[config.mk]
export PLATFORM = sky130hd
export DESIGN_NAME = bram_uart_reader
export DESIGN_NICKNAME = d
export VERILOG_FILES = /design/src/rtl/bram_uart_reader.sv
export SDC_FILE = /design/constraint.sdc
export NUM_CORES = 1
export LEC_CHECK = 0
export CAP_MARGIN = 5
export CORE_MARGIN = 3
export CORE_UTILIZATION = 49
export CTS_CLUSTER_SIZE = 12
export DETAILED_ROUTE_END_ITERATION = 8
export PLACE_DENSITY_LB_ADDON = 0.3
export SLEW_MARGIN = 20
export SYNTH_ARGS = -nofsm -noshare
export SYNTH_HDL_FRONTEND = slang
export SYNTH_SLANG_ARGS = --single-unit
[constraint.sdc]
create_clock -name clk -period 2.3 [get_ports clk]
set_input_delay 0.46 -clock clk [delete_from_list [all_inputs] [get_ports clk]]
set_output_delay 0.46 -clock clk [all_outputs]
set_load 0.1 [all_outputs]
[src/rtl/bram_uart_reader.sv]
`timescale 1ns/1ps
`default_nettype none
// ============================================================================
// Module   : bram_uart_reader
// Purpose  : Streams a contiguous block of bytes from BRAM port B to a UART
//            transmitter, one byte at a time, using a tx_start/tx_busy
//            handshake. Launched by a one-cycle start pulse.
// Revision : 1.0 - initial release
// ============================================================================
module bram_uart_reader #(
  parameter int ADDR_WIDTH   = 10,
  parameter int DATA_WIDTH   = 8,
  parameter int READ_LATENCY = 2
) (
  input  logic                  clk,
  input  logic                  rst,
  input  logic                  start,
  input  logic [ADDR_WIDTH-1:0] base_addr,
  input  logic [ADDR_WIDTH:0]   length,
  input  logic [DATA_WIDTH-1:0] doutb,
  output logic                  enb,
  output logic [ADDR_WIDTH-1:0] addrb,
  input  logic                  tx_busy,
  output logic                  tx_start,
  output logic [DATA_WIDTH-1:0] byte_to_send,
  output logic                  busy,
  output logic                  done
);

  // Latency counter only needs to hold 1..3.
  localparam int                c_lat_w     = 2;
  localparam logic [c_lat_w-1:0] c_lat_load = c_lat_w'(READ_LATENCY);
  localparam logic [c_lat_w-1:0] c_lat_one  = c_lat_w'(1);

  // Cycles spent in WAIT_ACK without seeing tx_busy before the byte is
  // assumed taken (covers a busy pulse too short to be observed).
  localparam logic [1:0] c_ack_last = 2'd3;

  localparam logic [ADDR_WIDTH-1:0] c_ptr_one = ADDR_WIDTH'(1);
  localparam logic [ADDR_WIDTH:0]   c_rem_one = (ADDR_WIDTH + 1)'(1);
  localparam logic [ADDR_WIDTH:0]   c_rem_zero = '0;

  typedef enum logic [3:0] {
    S_IDLE      = 4'd0,
    S_LOAD      = 4'd1,
    S_READ      = 4'd2,
    S_WAIT_DATA = 4'd3,
    S_WAIT_IDLE = 4'd4,
    S_SEND      = 4'd5,
    S_WAIT_ACK  = 4'd6,
    S_WAIT_TX   = 4'd7,
    S_FINISH    = 4'd8
  } state_t;

  state_t                r_state;
  state_t                w_next_state;
  logic [ADDR_WIDTH-1:0] r_ptr;
  logic [ADDR_WIDTH:0]   r_remaining;
  logic [c_lat_w-1:0]    r_lat_cnt;
  logic [1:0]            r_ack_cnt;
  logic [DATA_WIDTH-1:0] r_byte;
  logic                  w_accept;
  logic                  w_capture;
  logic                  w_advance;
  logic                  w_last;

  assign w_last = (r_remaining == c_rem_one);

  // State register.
  always_ff @(posedge clk or negedge rst) begin
    if (!rst) begin
      r_state <= S_IDLE;
    end else begin
      r_state <= w_next_state;
    end
  end

  // Next-state decode, datapath strobes and Moore outputs.
  always_comb begin
    w_next_state = r_state;
    w_accept     = 1'b0;
    w_capture    = 1'b0;
    w_advance    = 1'b0;
    enb          = 1'b0;
    tx_start     = 1'b0;
    done         = 1'b0;
    busy         = (r_state != S_IDLE);
    addrb        = r_ptr;
    byte_to_send = r_byte;

    case (r_state)
      S_IDLE: begin
        if (start) begin
          w_accept     = 1'b1;
          w_next_state = S_LOAD;
        end
      end
      // Length is checked once it sits in the counter.
      S_LOAD: begin
        w_next_state = (r_remaining == c_rem_zero) ? S_FINISH : S_READ;
      end
      S_READ: begin
        enb          = 1'b1;
        w_next_state = S_WAIT_DATA;
      end
      S_WAIT_DATA: begin
        if (r_lat_cnt <= c_lat_one) begin
          w_capture    = 1'b1;
          w_next_state = S_WAIT_IDLE;
        end
      end
      S_WAIT_IDLE: begin
        if (!tx_busy) begin
          w_next_state = S_SEND;
        end
      end
      S_SEND: begin
        tx_start     = 1'b1;
        w_next_state = S_WAIT_ACK;
      end
      S_WAIT_ACK: begin
        if (tx_busy) begin
          w_next_state = S_WAIT_TX;
        end else if (r_ack_cnt == c_ack_last) begin
          w_advance    = 1'b1;
          w_next_state = w_last ? S_FINISH : S_READ;
        end
      end
      S_WAIT_TX: begin
        if (!tx_busy) begin
          w_advance    = 1'b1;
          w_next_state = w_last ? S_FINISH : S_READ;
        end
      end
      S_FINISH: begin
        done         = 1'b1;
        w_next_state = S_IDLE;
      end
      default: begin
        w_next_state = S_IDLE;
      end
    endcase
  end

  // Address pointer, byte count, timers and the outgoing byte register.
  always_ff @(posedge clk or negedge rst) begin
    if (!rst) begin
      r_ptr       <= '0;
      r_remaining <= '0;
      r_lat_cnt   <= '0;
      r_ack_cnt   <= '0;
      r_byte      <= '0;
    end else begin
      if (w_accept) begin
        r_ptr       <= base_addr;
        r_remaining <= length;
      end else if (w_advance) begin
        r_ptr       <= r_ptr + c_ptr_one;
        r_remaining <= r_remaining - c_rem_one;
      end

      if (r_state == S_READ) begin
        r_lat_cnt <= c_lat_load;
      end else if (r_state == S_WAIT_DATA && r_lat_cnt != '0) begin
        r_lat_cnt <= r_lat_cnt - c_lat_one;
      end

      if (r_state == S_SEND) begin
        r_ack_cnt <= '0;
      end else if (r_state == S_WAIT_ACK && r_ack_cnt != c_ack_last) begin
        r_ack_cnt <= r_ack_cnt + 2'd1;
      end

      if (w_capture) begin
        r_byte <= doutb;
      end
    end
  end

endmodule
`default_nettype wire
### Yosys cells after proc, flatten, opt, wreduce, memory -nomap -nowiden

Cells that the tools add are included.
Widths: inputs -> output; s select.

| cells by class | value |
|---|---|
| equal/unequal tests | 16 |
| muxes and demuxes | 28 |
| reductions and logical operators | 10 |
| add/subtract/negate cells | 4 |
| magnitude comparators | 1 |

Operators by type and width:

| kind | number |
|---|---|
| $mux 4 | 8 |
| $pmux 4 s8 | 1 |
| $mux 11 | 2 |
| $mux 10 | 2 |
| $eq 4x3->1 const B | 4 |
| $eq 11x1->1 const B | 1 |
| $logic_not 11->1 | 1 |
| $sub 11x1->11 const B | 1 |
| $add 10x1->10 const B | 1 |
| $mux 1 | 10 |
| $ne 2x2->1 const B | 5 |
| $eq 4x2->1 const B | 2 |
| $mux 2 | 4 |
| $reduce_bool 2->1 | 4 |
| $reduce_and 5->1 | 1 |
| $eq 4x1->1 const B | 1 |
| $eq 4x4->1 const B | 1 |
| $logic_not 4->1 | 1 |
| $reduce_bool 4->1 | 1 |
| $ne 3x3->1 const B | 1 |
| $add 2x1->2 const B | 1 |
| $eq 2x2->1 const B | 1 |
| $le 2x1->1 const B | 1 |
| $logic_and 1x1->1 | 2 |
| 2 further kinds | 2 |

| word-level totals | value |
|---|---|
| logic and storage cells | 65 |
| output and inout bits | 22 |
| input bits | 33 |
| bits in registers | 37 |

### Logic depth before layout (Yosys ltp)

| logic depth | value |
|---|---|
| word-level depth | 6 |
| depth in mapped cells | 7 |

### Least setup slack after synthesis

OpenSTA, ideal clock, no wires.

| timing path | value |
|---|---|
| path type | register to output |
| from | register r_state[0] |
| to | output done |
| path buffers | 2 |
| data arrival time | 3.972 ns |
| slack | -2.132 ns |
| stages on the path, launching flop included | 4 |
| data required time | 1.840 ns |
| cell sequence | dfrtp_1 buf_2 buf_1 nor4b_1 |

| between the ends | value |
|---|---|
| word-level cells in the longest chain between the ends | 2 |

RTL lines:

| what | RTL line | text |
|---|---|---|
| start: declaration | 55 | `state_t r_state;` |
| start signal: assignment | 74 | `r_state <= w_next_state;` |
| $eq 4x4->1 | 91 | `case (r_state)` |
| $mux 1 | 91 |  |
| end: declaration | 27 | `output logic done` |

Every way passes these cells.

### Worst setup path in the final report

| timing path | value |
|---|---|
| from | register r_state[1] |
| to | output enb |

| between the ends | value |
|---|---|
| word-level cells in the longest chain between the ends | 2 |

RTL lines:

| what | RTL line | text |
|---|---|---|
| $eq 4x2->1 | 91 |  |
| $mux 1 | 91 |  |
| end: declaration | 21 | `output logic enb,` |

Every way passes these cells.

==> impl_metrics.py <==
metrics = {
    "run_status": {
        "status": "finished clean",
    },
    "worst_setup_path": {
        "required_ns": 1.84,
        "path_cells": "nor2b_1, nand2b_1, nor2_2, buf_12",
        "cp_slowest_cell": "dfrtp_1",
        "crit_type": "register to primary output",
        "max_stage_delay_ns": 0.60,
        "cp_num_buf_inv": 1,
        "critPathArrivalTime_ns": 1.71,
        "path_max_fanout": 15,
        "critPathCaptureType": "primary output",
        "crit_family": "simple AND/OR/NAND/NOR gates",
        "startpoint_type": "register",
    },
    "placed_design": {
        "dp_hpwl_mm": 3.24,
        "placed_cells": 321,
        "port_buffers": 54,
        "place_area_um2": 2740,
        "place.gp.congestion": 0.760,
    },
    "synthesis": {
        "async_flop_share_pct": 100,
        "synthDistinctLibCells": 49,
        "yosys_warnings": 0,
        "yosys.area_share.adder_pct": 4.14,
        "synth-main-ff-cell": "dfrtp_1",
        "synth_compound_area_share_pct": 14.3,
        "synth.area.mux_share_pct": 5.27,
        "syn_nets": 260,
        "synth_seq_cells": 37,
        "synth_top_family_by_area": "simple AND/OR/NAND/NOR gates",
        "synth_area_um2": 2110,
        "synthSimpleGateAreaFrac_pct": 22.2,
        "ys_seq_area_share_pct": 43.8,
        "synth_xor_area_share_pct": 7.04,
        "synth-edff-count": 0,
        "netlist_instances": 220,
        "synth_area_per_cell_um2": 9.61,
    },
    "routing": {
        "via_per_inst": 5.32,
        "via_count": 1749,
        "drt_iter0_markers": 127,
        "wl_mm": 4.54,
        "wl_per_cell_um": 13.8,
        "drc": 0,
        "route.antenna.remaining_nets": 0,
        "dr.pass1.iters": 4,
    },
    "layout": {
        "syn_to_final_growth_pct": 35.1,
        "nets": 318,
        "seqCellArea_um2": 926,
        "nFillCells": 325,
        "design_area_um2": 2860,
        "drive_above_1_share_pct": 20.4,
        "antenna_cells": 0,
        "layout.cells.non_filler": 329,
        "multi_input_area_um2": 1140,
        "utilization_pct": 69.9,
    },
    "clock_network": {
        "clock_latency_ns": 0.30,
        "cts_setup_buffers": 0,
        "cts.sinks": 37,
        "cts.clk_slew.worst_paths_ns": 0.08,
        "numCtsBuffers": 5,
        "cts_root_buffer": "clkbuf_8",
        "htree_levels": 2,
        "cts_tree": "built",
        "hold_buffers": 0,
        "clock_path_buffers": 2,
    },
    "job": {
        "cap_violations": 0,
    },
    "floorplanning": {
        "die_area_um2": 5140,
        "start_util_pct": 51.7,
        "io_pins": 55,
        "die_w_um": 71.7,
        "rows": 23,
        "die_h_um": 71.7,
        "core_um2": 4090,
    },
    "grt": {
        "antenna_found_initial": 0,
        "grt_pass1_wl_mm": 7.71,
        "grt.total_usage_pct": 19.0,
        "grt_max_degree": 38,
        "grt_pass1_vias": 1725,
        "grt-ovfl-total": 0,
    },
    "sta": {
        "max-slew-margin-rel_pct": 60.3,
        "max_freq_mhz": 461,
        "tns_ns": 0,
        "slew_violations": 0,
        "finalSetupViolations": 0,
        "min_period_ns": 2.17,
        "rsz0062_at_grt": "false",
        "tightest_slew_ns": 0.595,
        "clock_skew_ns": 0.0111,
        "fin_crit_sh_pct": 94.4,
        "hold_viol_final": 0,
    },
    "hold_path": {
        "hp-class": "register to register",
    },
}
-- per-layer routing --
metal  vias to the layer above  wire length, um  global-route usage [%]  part of all wire, %
li1                        892                -                       -                    -
met1                       818             2000                    24.4                   44
met2                        35             2310                    31.6                   51
met3                         4              175                    3.51                  3.9
met4                         0               49                    7.52                  1.1
met5                         -                0                       0                    0
-- cell usage after synthesis, types with 3 or more instances --
cell type / count / area share [%]
clkbuf_1: 6 / 1.1
nor2b_1: 5 / 1.5
and4_1: 3 / 1.2
nand2b_1: 5 / 1.5
ha_1: 7 / 4.1
a31oi_1: 3 / 0.89
nor2_1: 30 / 5.3
nand2_1: 15 / 2.7
xor2_1: 9 / 3.7
nand3_1: 8 / 1.9
a21oi_1: 20 / 4.7
nor3_1: 7 / 1.7
a22o_1: 3 / 1.2
dfrtp_1: 37 / 44
mux2_2: 9 / 4.8
xnor2_1: 8 / 3.3
nand4_1: 3 / 0.89
inv_1: 4 / 0.71
o21ai_0: 4 / 0.95
-- sequential cells by signal (all words and copies together) (netlist names) --
signal	flops
addrb	10
r_remaining	11
r_lat_cnt	2
byte_to_send	8
r_ack_cnt	2
r_state	4
-- final cells by class --
| class | instances | area share (%) |
|---|---|---|
| clock inverters | 2 | 1.31 |
| inverters | 4 | 0.525 |
| repair buffers | 62 | 20.8 |
| well taps | 50 | 2.19 |
| multi-input cells | 168 | 39.8 |
| clock buffers | 6 | 2.89 |
| flip-flops and latches | 37 | 32.4 |
-- per-stage QoR --
stage / worst slack, ns / hold WS [ns]
after floorplan: -0.111 / 0.164
after global placement: 0.156 / 0.489
after detailed placement: 0.107 / 0.495
after CTS: 0.0329 / 0.513
after global routing: 0.00217 / 0.541
final: 0.129 / 0.507
-- kinds of logic (layout without fill, tap and decap cells) --
group,after synthesis,count (layout)
and+or+nand+nor,91,91
DFF,37,37
adders and majority gates,7,7
muxes,10,10
buffers and inverters,15,74
xor gates and xnor gates,17,17
AOI/OAI and AO/OA,43,43
-- placed cells by master, fill, tap and decap left out, drive strengths merged, types with 2 or more instances in the layout --
cell type	n
dfrtp	37
clkdlybuf4s50	32
nor2	30
buf	30
a21oi	20
nand2	16
xor2	9
mux2	9
nand3	8
xnor2	8
nor3	8
ha	7
clkbuf	6
nand2b	5
nor2b	5
inv	4
o21ai	4
nand4	3
a31oi	3
a22o	3
and4	3
nand3b	2
or3	2
a22oi	2
and3b	2
o311ai	2
-- worst paths after layout --
| check | from | endpoint | slack [ns] | cells after the start |
|---|---|---|---|---|
| setup / recovery | r_state[1]$_DFFE_PN0P_ | enb | 0.13 | 4 |
| hold / removal | byte_to_send[6]$_DFFE_PN0P_ | byte_to_send[6]$_DFFE_PN0P_ | 0.51 | 1 |
| setup reg to reg | r_state[0]$_DFFE_PN0P_ | addrb[5]$_DFFE_PN0P_ | 0.42 | 5 |
| hold reg to reg | byte_to_send[6]$_DFFE_PN0P_ | byte_to_send[6]$_DFFE_PN0P_ | 0.51 | 1 |
| max in group asynchronous | rst | r_remaining[8]$_DFFE_PN0P_ | 1.38 | 2 |
| min in group asynchronous | rst | byte_to_send[1]$_DFFE_PN0P_ | 0.58 | 2 |
-- repair_timing --
action                                  in CTS  in global routing
endpoints found under the setup margin       0                  1
gates resized for setup                      0                  1
endpoints found under the hold margin        0                  0
Power is left out: the tool's default activity adds up to more than one toggle a clock period on the data nets, which glitch-free logic cannot reach.
==> RTL edit, RTL diff (same settings) <==
`DATA_WIDTH`: 8 -> 7.
--- a/src/rtl/bram_uart_reader.sv
+++ b/src/rtl/bram_uart_reader.sv
@@ -9,7 +9,7 @@
 // ============================================================================
 module bram_uart_reader #(
   parameter int ADDR_WIDTH   = 10,
-  parameter int DATA_WIDTH   = 8,
+  parameter int DATA_WIDTH   = 7,
   parameter int READ_LATENCY = 2
 ) (
   input  logic                  clk,
Interface: changed (resized byte_to_send and doutb); port bits go from 55 to 53. No check against the original RTL was run, so the function may have changed too.
==> RTL edit against the unedited design <==
  * Non-clock buffer count is 2 lower
  * Sequential share of layout area is 0.58 points lower
  * Area after synthesis is 0.65% higher
  * Worst setup slack better by 0.12 ns
  * Die area is 0.60% higher
  * Sequential cell count is 1 lower
  * Core utilization is 0.55 points lower
  * Routed wire length is 1.1% lower
  * Cell area is 0.79% lower
Power is not shown: default switching activity piles up to over one toggle a cycle in this logic, so the estimate is an artifact.
==> RTL edit: results (changes against the unedited design) <==
status=complete, no violations; Max Clock Skew=0.006259 ns (-0.004806 ns); top cells by count, synth=dfrtp_1, nor2_1, a21oi_1; GRT Overall Usage=18.68% (-0.29 points); root buffer cell=clkbuf_8; gpl congestion=0.8607 (+13%); worst hold path class=register to register; Ys Warns=0 (unchanged); pre-CTS WS=0.1700 ns (+0.06304 ns); HPWL after DPL=3341 microns (+3.0%); vias=1830 (+4.6%); Max-slew headroom=69.95% (+9.6 points); asr flop ratio synth=100.0% (unchanged); Clock Latency Late Sink=around 0.29 ns; htree depth=2 (unchanged); worst reg2reg startpoint=r_state[0]; # DRC=0 (unchanged); drt pass-1 iters=4 (unchanged); worst-path maximum fanout=14 (-1); leading post-synthesis cells by cell area=dfrtp_1, nor2_1, xor2_1; max reg flops=11 (unchanged); Largest Register=r_remaining; post-synthesis xor/xnor area fraction=7.819% (+0.78 points); post-CTS setup buffer count=0 (unchanged); Antenna Cells=0 (unchanged); initial antenna violation count=0 (unchanged); post_cts resized=0 (unchanged); CTS buffer count=5 (unchanged); largest net degree at the start of global routing=37 (-2.6%); sequential fraction of the synthesis area=42.33% (-1.5 points); nets=320 (+0.63%); vias in the first global route=1734 (+0.52%); PortBufs=52 (-3.7%); clock-pin slew on the worst setup and hold paths=~0.07 ns; proportion of synthesized area in mux cells=4.703% (-0.56 points); min-delay src=byte_to_send[6]; first-pass GRT wire length=7541 microns (-2.2%); CTS Buffer Depth=2 (unchanged); crit start category=register; complex-gate fraction of the synthesized area=13.93% (-0.33 points); DR WL/cell=13.52 microns (-2.0%); Post-Synth Adder-Cell Area=4.115% (-0.027 points); Synthesized Nets=265 (+1.9%); drt initial violations=98 (-23%); crit path DAT=1.59 ns (-0.12 ns); share of layout cells above drive strength 1=19.86% (-0.57 points); Unique masters post-synth=49 (unchanged)
==> RTL edit: changes by cell type in the layout (fill, tap and decap cells not counted), moves of 3 or more <==
cell | before | now
inv_1 | 4 | 8
and3_1 | 1 | 4
nand2_1 | 15 | 10
nand4_1 | 3 | 12
a31oi_1 | 3 | 0
and4_1 | 3 | 0
xor2_1 | 9 | 13
nand3_1 | 8 | 3
==> RTL edit: path summary, 6_finish.rpt <==
| kind | end | slack, ns | depth (start not counted) |
|---|---|---|---|
| max in group asynchronous | r_state[1] | 1.37 | 2 |
| worst max-delay path | tx_start | 0.25 | 4 |
| worst min-delay path | byte_to_send[6] | 0.51 | 1 |
| worst max register to register | r_state[1] | 0.41 | 6 |
| min in group asynchronous | addrb[5] | 0.58 | 2 |
| worst min register to register | byte_to_send[6] | 0.51 | 1 |
==> RTL edit: logic make-up (layout without fill, tap and decap cells) <==
group	Yosys count	in the layout
and+or+nand+nor	90	90
AOI/OAI and AO/OA	45	45
DFF	36	36
buffers and inverters	20	76
xor gates and xnor gates	19	19
muxes	9	9
adders and majority gates	7	7
==> RTL edit: per-layer routing <==
layer	global-route usage, %	up-vias	share of wire, %
met5	0	-	0
li1	-	921	-
met3	4.848	6	5.3
met2	31.12	48	50
met1	22.89	855	43
met4	8.142	0	1.7
==> RTL edit: final cells by class <==
cell class | instances | area, sq um
Clock inverter | 2 | 13.76
Timing Repair Buffer | 60 | 590.6
Clock buffer | 6 | 82.58
Multi-Input combinational cell | 170 | 1154
Fill cell | 336 | 1251
Tap cell | 50 | 62.56
Sequential cell | 36 | 902.1
Inverter | 8 | 30.03
==> RTL edit: through the flow <==
stage / utilization [%] / hold slack (ns) / std cells / cell area, sq um / TNS, ns
global placement: 66.99 / 0.4888 / 324 / 2738 / 0
global route: 69.38 / 0.5175 / 332 / 2835 / 0
CTS: 69.35 / 0.5111 / 332 / 2834 / 0
detailed placement: 66.99 / 0.4942 / 324 / 2738 / 0
floorplan: - / 0.1644 / 226 / 2148 / -0.1277
finish: 69.38 / 0.5067 / 332 / 2835 / 0
==> RTL edit: worst max-delay path: stages, from the launching register on <==
cell	delay, ns
dfrtp_1	0.58
buf_4	0.27
nand2b_1	0.12
nor2_2	0.14
buf_12	0.19
